## src/rtl/multicycle_control_pkg.sv

```systemverilog
// rtl/multicycle_control_pkg.sv - shared states, opcodes and alu_op codes for the multi-cycle control unit
package multicycle_pkg;

  typedef enum logic [2:0] {FETCH, DECODE, EXEC, MEM, WB} state_t;

  localparam logic [3:0] OP_NOP  = 4'b0000;
  localparam logic [3:0] OP_SVPC = 4'b1111;
  localparam logic [3:0] OP_LD   = 4'b1110;
  localparam logic [3:0] OP_ST   = 4'b0011;
  localparam logic [3:0] OP_ADD  = 4'b0100;
  localparam logic [3:0] OP_INC  = 4'b0101;
  localparam logic [3:0] OP_NEG  = 4'b0110;
  localparam logic [3:0] OP_SUB  = 4'b0111;
  localparam logic [3:0] OP_J    = 4'b1000;
  localparam logic [3:0] OP_BRZ  = 4'b1001;
  localparam logic [3:0] OP_BRN  = 4'b1010;
  localparam logic [3:0] OP_JM   = 4'b1011;

  localparam logic [2:0] ALU_NONE  = 3'b000;
  localparam logic [2:0] ALU_ADD   = 3'b001;
  localparam logic [2:0] ALU_INC   = 3'b010;
  localparam logic [2:0] ALU_NEG   = 3'b011;
  localparam logic [2:0] ALU_PCIMM = 3'b100;
  localparam logic [2:0] ALU_SUB   = 3'b101;

  // Per-op control vector; to_mem/to_wb select the phase that follows EXEC/MEM.
  typedef struct packed {
    logic alu_src;
    logic pc_control;
    logic jump;
    logic brz;
    logic brn;
    logic to_mem;
    logic to_wb;
    logic mem_rd;
    logic mem_wr;
    logic jm;
    logic wb_mtr;
    logic illegal;
  } dec_t;

endpackage

```

## src/rtl/multicycle_control_op_decoder.sv

```systemverilog
// rtl/multicycle_control_op_decoder.sv - combinational opcode to per-phase control vector
import multicycle_pkg::*;

module multicycle_control_op_decoder #(
  parameter int OPCODE_W = 4,
  parameter int ALUOP_W  = 3
) (
  input  logic [OPCODE_W-1:0] op,
  output logic [ALUOP_W-1:0]  alu_op,
  output dec_t                dec
);

  logic [2:0] aop;

  always_comb begin
    dec = '0;
    aop = ALU_NONE;
    if ((op >> 4) != '0) begin
      dec.illegal = 1'b1;
    end else begin
      case (op[3:0])
        OP_NOP: ;
        OP_SVPC: begin
          dec.alu_src = 1'b1; aop = ALU_PCIMM; dec.pc_control = 1'b1;
          dec.to_wb = 1'b1; dec.wb_mtr = 1'b1;
        end
        OP_LD: begin
          dec.alu_src = 1'b1; aop = ALU_ADD; dec.to_mem = 1'b1;
          dec.mem_rd = 1'b1; dec.to_wb = 1'b1; dec.wb_mtr = 1'b1;
        end
        OP_ST: begin
          dec.alu_src = 1'b1; aop = ALU_ADD; dec.to_mem = 1'b1; dec.mem_wr = 1'b1;
        end
        OP_JM: begin
          dec.alu_src = 1'b1; aop = ALU_ADD; dec.to_mem = 1'b1;
          dec.mem_rd = 1'b1; dec.jm = 1'b1;
        end
        OP_ADD: begin aop = ALU_ADD; dec.to_wb = 1'b1; end
        OP_INC: begin aop = ALU_INC; dec.to_wb = 1'b1; end
        OP_NEG: begin aop = ALU_NEG; dec.to_wb = 1'b1; end
        OP_SUB: begin aop = ALU_SUB; dec.to_wb = 1'b1; end
        OP_J:   dec.jump = 1'b1;
        OP_BRZ: dec.brz = 1'b1;
        OP_BRN: dec.brn = 1'b1;
        default: dec.illegal = 1'b1;
      endcase
    end
  end

  assign alu_op = ALUOP_W'(aop);

endmodule

```

## src/rtl/multicycle_control.sv

```systemverilog
// rtl/multicycle_control.sv - FETCH/DECODE/EXEC/MEM/WB sequencer driving registered datapath controls
import multicycle_pkg::*;

module multicycle_control #(
  parameter int OPCODE_W = 4,
  parameter int ALUOP_W  = 3
) (
  input  logic                clk,
  input  logic                reset,
  input  logic [OPCODE_W-1:0] opcode,
  input  logic                mem_ready,
  input  logic                z_flag,
  input  logic                n_flag,
  output logic                fetch_en,
  output logic                ir_load,
  output logic                pc_inc,
  output logic                alu_src,
  output logic [ALUOP_W-1:0]  alu_op,
  output logic                mem_read,
  output logic                mem_write,
  output logic                pc_control,
  output logic                branch,
  output logic                mem_to_reg,
  output logic                jump,
  output logic                reg_write,
  output logic                jump_m,
  output logic                illegal_op,
  output logic                instr_done
);

  state_t              state;
  logic [OPCODE_W-1:0] op_q;
  logic [OPCODE_W-1:0] dec_op;
  logic [ALUOP_W-1:0]  dec_alu_op;
  dec_t                dec;

  // DECODE looks at the live IR opcode so illegal_op can flag it in that phase.
  assign dec_op = (state == DECODE) ? opcode : op_q;

  multicycle_control_op_decoder #(
    .OPCODE_W(OPCODE_W),
    .ALUOP_W (ALUOP_W)
  ) u_op_decoder (
    .op    (dec_op),
    .alu_op(dec_alu_op),
    .dec   (dec)
  );

  always_ff @(posedge clk) begin
    fetch_en   <= 1'b0;
    ir_load    <= 1'b0;
    pc_inc     <= 1'b0;
    alu_src    <= 1'b0;
    alu_op     <= '0;
    mem_read   <= 1'b0;
    mem_write  <= 1'b0;
    pc_control <= 1'b0;
    branch     <= 1'b0;
    mem_to_reg <= 1'b0;
    jump       <= 1'b0;
    reg_write  <= 1'b0;
    jump_m     <= 1'b0;
    illegal_op <= 1'b0;
    instr_done <= 1'b0;
    if (reset) begin
      state <= FETCH;
      op_q  <= '0;
    end else begin
      case (state)
        FETCH: begin
          fetch_en <= 1'b1;
          if (mem_ready) begin
            ir_load <= 1'b1;
            pc_inc  <= 1'b1;
            state   <= DECODE;
          end
        end
        DECODE: begin
          op_q       <= opcode;
          illegal_op <= dec.illegal;
          state      <= EXEC;
        end
        EXEC: begin
          alu_src    <= dec.alu_src;
          alu_op     <= dec_alu_op;
          pc_control <= dec.pc_control;
          jump       <= dec.jump;
          branch     <= (dec.brz & z_flag) | (dec.brn & n_flag);
          if (dec.to_mem) begin
            state <= MEM;
          end else if (dec.to_wb) begin
            state <= WB;
          end else begin
            instr_done <= 1'b1;
            state      <= FETCH;
          end
        end
        MEM: begin
          mem_read  <= dec.mem_rd;
          mem_write <= dec.mem_wr;
          if (mem_ready) begin
            if (dec.to_wb) begin
              state <= WB;
            end else begin
              jump_m     <= dec.jm;
              instr_done <= 1'b1;
              state      <= FETCH;
            end
          end
        end
        WB: begin
          reg_write  <= 1'b1;
          mem_to_reg <= dec.wb_mtr;
          instr_done <= 1'b1;
          state      <= FETCH;
        end
        default: state <= FETCH;
      endcase
    end
  end

endmodule

```

## config.mk

```make
export PLATFORM = sky130hd
export DESIGN_NAME = multicycle_control
export DESIGN_NICKNAME = d
export VERILOG_FILES = /design/src/rtl/multicycle_control_pkg.sv /design/src/rtl/multicycle_control_op_decoder.sv /design/src/rtl/multicycle_control.sv
export SDC_FILE = /design/constraint.sdc
export NUM_CORES = 1
export LEC_CHECK = 0
export ABC_AREA = 0
export BUFFER_PORTS_ARGS = -buffer_cell sky130_fd_sc_hd__buf_4
export CAP_MARGIN = 15
export CORE_ASPECT_RATIO = 1.25
export CORE_UTILIZATION = 55
export DETAILED_ROUTE_END_ITERATION = 12
export GPL_TIMING_DRIVEN = 0
export PLACE_DENSITY = 0.8
export RECOVER_POWER = 100
export SYNTH_ARGS = -nofsm -noshare
export SYNTH_HDL_FRONTEND = slang
export SYNTH_SLANG_ARGS = --single-unit
```

## constraint.sdc

```tcl
create_clock -name clk -period 2.3 [get_ports clk]
set_input_delay 0 -clock clk [delete_from_list [all_inputs] [get_ports clk]]
set_output_delay 0 -clock clk [all_outputs]
set_load 0.005 [all_outputs]
```

==> flow_summary.html <==
<table>
<tr><th>Metric</th><th>Value</th></tr>
<tr><th colspan="2">Outcome</th></tr>
<tr><td>Status</td><td>finished, final reports clean</td></tr>
<tr><th colspan="2">Die</th></tr>
<tr><td>Die Ht</td><td>51.02 um</td></tr>
<tr><td>Count of standard-cell rows</td><td>17</td></tr>
<tr><td>Horiz. Die Dim</td><td>41.22 um</td></tr>
<tr><td>Die area</td><td>0.002103 mm^2</td></tr>
<tr><td>Core area</td><td>0.001787 mm^2</td></tr>
<tr><td>I/O pin total</td><td>26</td></tr>
<tr><td>Initial cell density of the core</td><td>0.5917</td></tr>
<tr><th colspan="2">Layout</th></tr>
<tr><td>Number of diodes</td><td>0</td></tr>
<tr><td>Area added between synthesis and finish</td><td>20.24%</td></tr>
<tr><td>Number of fill cells</td><td>155</td></tr>
<tr><td>Final nets</td><td>158</td></tr>
<tr><td>Top flop regs</td><td>op_q: 4 flops, alu_op: 3 flops, state: 3 flops</td></tr>
<tr><td>Share of post-route cells with drive strength above 1</td><td>0.2297</td></tr>
<tr><td>Flip-flop count of the largest register after layout</td><td>4</td></tr>
<tr><td>Commonest non-fill, non-tap cell in the layout</td><td>dfxtp_1</td></tr>
<tr><td>Largest Register</td><td>op_q</td></tr>
<tr><td>Commonest cells after routing, fill and taps aside</td><td>dfxtp_1, clkbuf_4, nand2_1</td></tr>
<tr><td>Non-filler instance count after layout</td><td>167</td></tr>
<tr><th colspan="2">Power and ir drop</th></tr>
<tr><td>Largest vdd supply drop</td><td>0.0003679 V</td></tr>
<tr><td>Leakage power</td><td>0.0005131 uW</td></tr>
<tr><td>Power per standard cell area</td><td>563.9 mW/mm^2</td></tr>
<tr><th colspan="2">Global routing</th></tr>
<tr><td>Number of antenna violations at the first check in global routing</td><td>0</td></tr>
<tr><td>Maximum number of pins on one net before global-route repair</td><td>14</td></tr>
<tr><td>Remaining global-route overflow</td><td>0</td></tr>
<tr><td>GRT Total Usage</td><td>0.2624</td></tr>
<tr><td>Number of global-route vias before repair</td><td>853</td></tr>
<tr><td>Wire length of the first global-routing pass</td><td>3.670 mm</td></tr>
<tr><th colspan="2">Timing</th></tr>
<tr><td>Post-route setup slack</td><td>475.2 ps</td></tr>
<tr><td>Number of hold-slack violations in the final timing report</td><td>0</td></tr>
<tr><td>Setup repair after global routing missed its margin</td><td>no</td></tr>
<tr><td>Total Neg Setup Slack</td><td>0 ps</td></tr>
<tr><td>Max Transition Viols Final</td><td>0</td></tr>
<tr><td>Final period util</td><td>0.7934</td></tr>
<tr><td>Max-slew headroom</td><td>0.6395</td></tr>
<tr><td>Endpoints failing setup</td><td>0</td></tr>
<tr><td>Upper clock frequency limit</td><td>548.0 MHz</td></tr>
<tr><td>Clock tree skew after final layout</td><td>2.887 ps</td></tr>
<tr><td>Min Hold Slack</td><td>40.05 ps</td></tr>
<tr><td>Slew at the pin closest to its max-slew limit</td><td>536.7 ps</td></tr>
<tr><td>Post-layout min period</td><td>1825 ps</td></tr>
<tr><th colspan="2">Place</th></tr>
<tr><td>Global placement routability congestion</td><td>0.8281</td></tr>
<tr><td>Count of port buffers added during placement</td><td>21</td></tr>
<tr><td>Placed cell count</td><td>159</td></tr>
<tr><td>Place WS</td><td>781.8 ps</td></tr>
<tr><td>Detail Placement HPWL</td><td>1.613 mm</td></tr>
<tr><th colspan="2">Critical path</th></tr>
<tr><td>Flop2flop setup slack</td><td>480 ps</td></tr>
<tr><td>CP endpoint kind</td><td>flip-flop</td></tr>
<tr><td>Category of the worst setup path launch point</td><td>flip-flop</td></tr>
<tr><td>Critical path type</td><td>flip-flop to flip-flop</td></tr>
<tr><td>Data required time at the worst endpoint</td><td>2570 ps</td></tr>
<tr><td>Maximum fanout encountered on the critical timing path</td><td>10</td></tr>
<tr><td>Data arrival time at the worst-slack endpoint</td><td>2090 ps</td></tr>
<tr><th colspan="2">Clock tree</th></tr>
<tr><td>CTS H-tree lvls</td><td>1</td></tr>
<tr><td>Clock buffer depth</td><td>2</td></tr>
<tr><td>Insertion delay to the later sink of the worst-skew pair</td><td>310 ps</td></tr>
<tr><td>CTS sink cnt</td><td>23</td></tr>
<tr><td>TritonCTS clock tree</td><td>yes</td></tr>
<tr><td>CTS clock-pin slew for the worst setup and hold paths</td><td>130 ps</td></tr>
<tr><td>Clock buffers created by TritonCTS</td><td>3</td></tr>
<tr><td>Resize count post-CTS</td><td>0</td></tr>
<tr><td>Clock tree root driver cell</td><td>clkbuf_4</td></tr>
<tr><th colspan="2">Routing</th></tr>
<tr><td>ANT nets after route</td><td>0</td></tr>
<tr><td>Total length of routed wires</td><td>2.253 mm</td></tr>
<tr><td>DR pass1 iterations</td><td>4</td></tr>
<tr><td>Vias per Instance</td><td>5.599</td></tr>
<tr><td>DR vias</td><td>935</td></tr>
<tr><td>DR iter-0 viols</td><td>21</td></tr>
<tr><td>DR DRC count</td><td>0</td></tr>
<tr><td>Post-DR wirelength/cell</td><td>13.49 um</td></tr>
<tr><th colspan="2">Synth</th></tr>
<tr><td>Sequential cell area fraction in the yosys report</td><td>0.4355</td></tr>
<tr><td>Number of synthesized register bits</td><td>23</td></tr>
<tr><td>Syn Nets</td><td>128</td></tr>
<tr><td>Synthesized area per cell</td><td>8.885 um^2</td></tr>
<tr><td>Distinct cell type count after synthesis</td><td>39</td></tr>
<tr><td>Combined area of all synthesized cells</td><td>0.001057 mm^2</td></tr>
<tr><td>Synth Instances</td><td>119</td></tr>
<tr><td>Synth warn</td><td>0</td></tr>
<tr><th colspan="2">Flow run</th></tr>
<tr><td>Number of maximum-capacitance constraint violations</td><td>0</td></tr>
<tr><th colspan="2">Worst hold path</th></tr>
<tr><td>Class of the tightest hold or removal check</td><td>input port to flip-flop</td></tr>
</table>
==> power by group <==
group          switching (uW)  internal, uW  total, uW
sequential               7.55           409        417
combinational            62.8          49.2        112
clock                     123          65.1        188
==> cell usage after synthesis <==
| library cell | number | area share |
|---|---|---|
| dfxtp_1 | 23 | 0.44 |
| nand2_1 | 12 | 0.043 |
| a21oi_1 | 9 | 0.043 |
| nor2_1 | 9 | 0.032 |
| nand3_1 | 5 | 0.024 |
| nor3_1 | 5 | 0.024 |
| buf_2 | 4 | 0.019 |
| nand3b_1 | 4 | 0.028 |
| o21ai_0 | 4 | 0.019 |
| buf_6 | 3 | 0.032 |
| inv_1 | 3 | 0.011 |
| nand2b_1 | 3 | 0.018 |
| nand4_1 | 3 | 0.018 |
| and2_1 | 2 | 0.012 |
| buf_4 | 2 | 0.014 |
| clkbuf_1 | 2 | 0.0071 |
| nor2b_1 | 2 | 0.012 |
| o211ai_1 | 2 | 0.014 |
| or3b_1 | 2 | 0.017 |
| a2111oi_2 | 1 | 0.014 |
| a211oi_1 | 1 | 0.0071 |
| a21boi_1 | 1 | 0.0071 |
| a21o_1 | 1 | 0.0071 |
| a21oi_2 | 1 | 0.0083 |
| and2b_1 | 1 | 0.0071 |
| and3b_1 | 1 | 0.0083 |
| and4_1 | 1 | 0.0083 |
| mux2i_1 | 1 | 0.0095 |
| nand3_2 | 1 | 0.0095 |
| nor3_2 | 1 | 0.0095 |
| nor3b_2 | 1 | 0.012 |
| nor3b_4 | 1 | 0.018 |
| nor4_1 | 1 | 0.0059 |
| o211a_1 | 1 | 0.0095 |
| o21ai_1 | 1 | 0.0047 |
| o21ai_2 | 1 | 0.0083 |
| or4b_1 | 1 | 0.0095 |
| xnor2_1 | 1 | 0.0083 |
| xor2_1 | 1 | 0.0083 |
==> kinds of logic (layout without fill, tap and decap cells) <==
family | Yosys count | in the layout | synth area share
and+or+nand+nor | 56 | 56 | 0.3136
AOI/OAI and AO/OA | 23 | 23 | 0.1420
DFF | 23 | 23 | 0.4355
buffers and inverters | 14 | 43 | 0.08284
xor gates and xnor gates | 2 | 2 | 0.01657
muxes | 1 | 1 | 0.009468
==> per-layer routing <==
layer  GRT usage  up-vias  wire, um
met5           0        -         0
met4      0.1290        0        42
met3     0.05217        4        78
met2      0.4453       26      1196
met1      0.2909      435       935
li1            -      470         -
==> worst max-delay path, cell delays in order (launching register included) <==
cell	delay, ps
dfxtp_1	320
clkbuf_1	220
nor3b_4	380
clkbuf_1	420
nand3_1	180
nand3_1	120
o211a_1	140
==> timing repair <==
item,4_1_cts,5_1_grt
hold buffers,4,0
setup buffers,0,0
hold endpoints to repair,6,0
==> layout make-up <==
| type | count | area, um^2 | share of cell area |
|---|---|---|---|
| Buffer | 11 | 60.06 | 0.04724 |
| Clock buffer | 3 | 22.52 | 0.01772 |
| Clock inverter | 1 | 5.005 | 0.003937 |
| Inverter | 3 | 11.26 | 0.008858 |
| Multi-Input combinational cell | 82 | 498.0 | 0.3917 |
| Sequential cell | 23 | 460.4 | 0.3622 |
| Tap cell | 19 | 23.77 | 0.01870 |
| Timing Repair Buffer | 25 | 190.2 | 0.1496 |
==> metrics by stage <==
stage | total power, uW | cell area [um^2] | utilization
floorplan | 505.6 | 1057 | -
global placement | 535.4 | 1239 | 0.6933
detailed placement | 540.0 | 1239 | 0.6933
CTS | 728.9 | 1306 | 0.7311
global route | 754.0 | 1271 | 0.7115
finish | 716.8 | 1271 | 0.7115
==> worst paths after layout <==
check	from	cells past startpoint	to
setup / recovery	state[1]	6	alu_op[0]
hold / removal	opcode[2]	3	mem_read
setup reg to reg	state[1]	6	alu_op[0]
hold reg to reg	op_q[3]	2	branch
No activity file was read; power rests on OpenSTA's default activity.
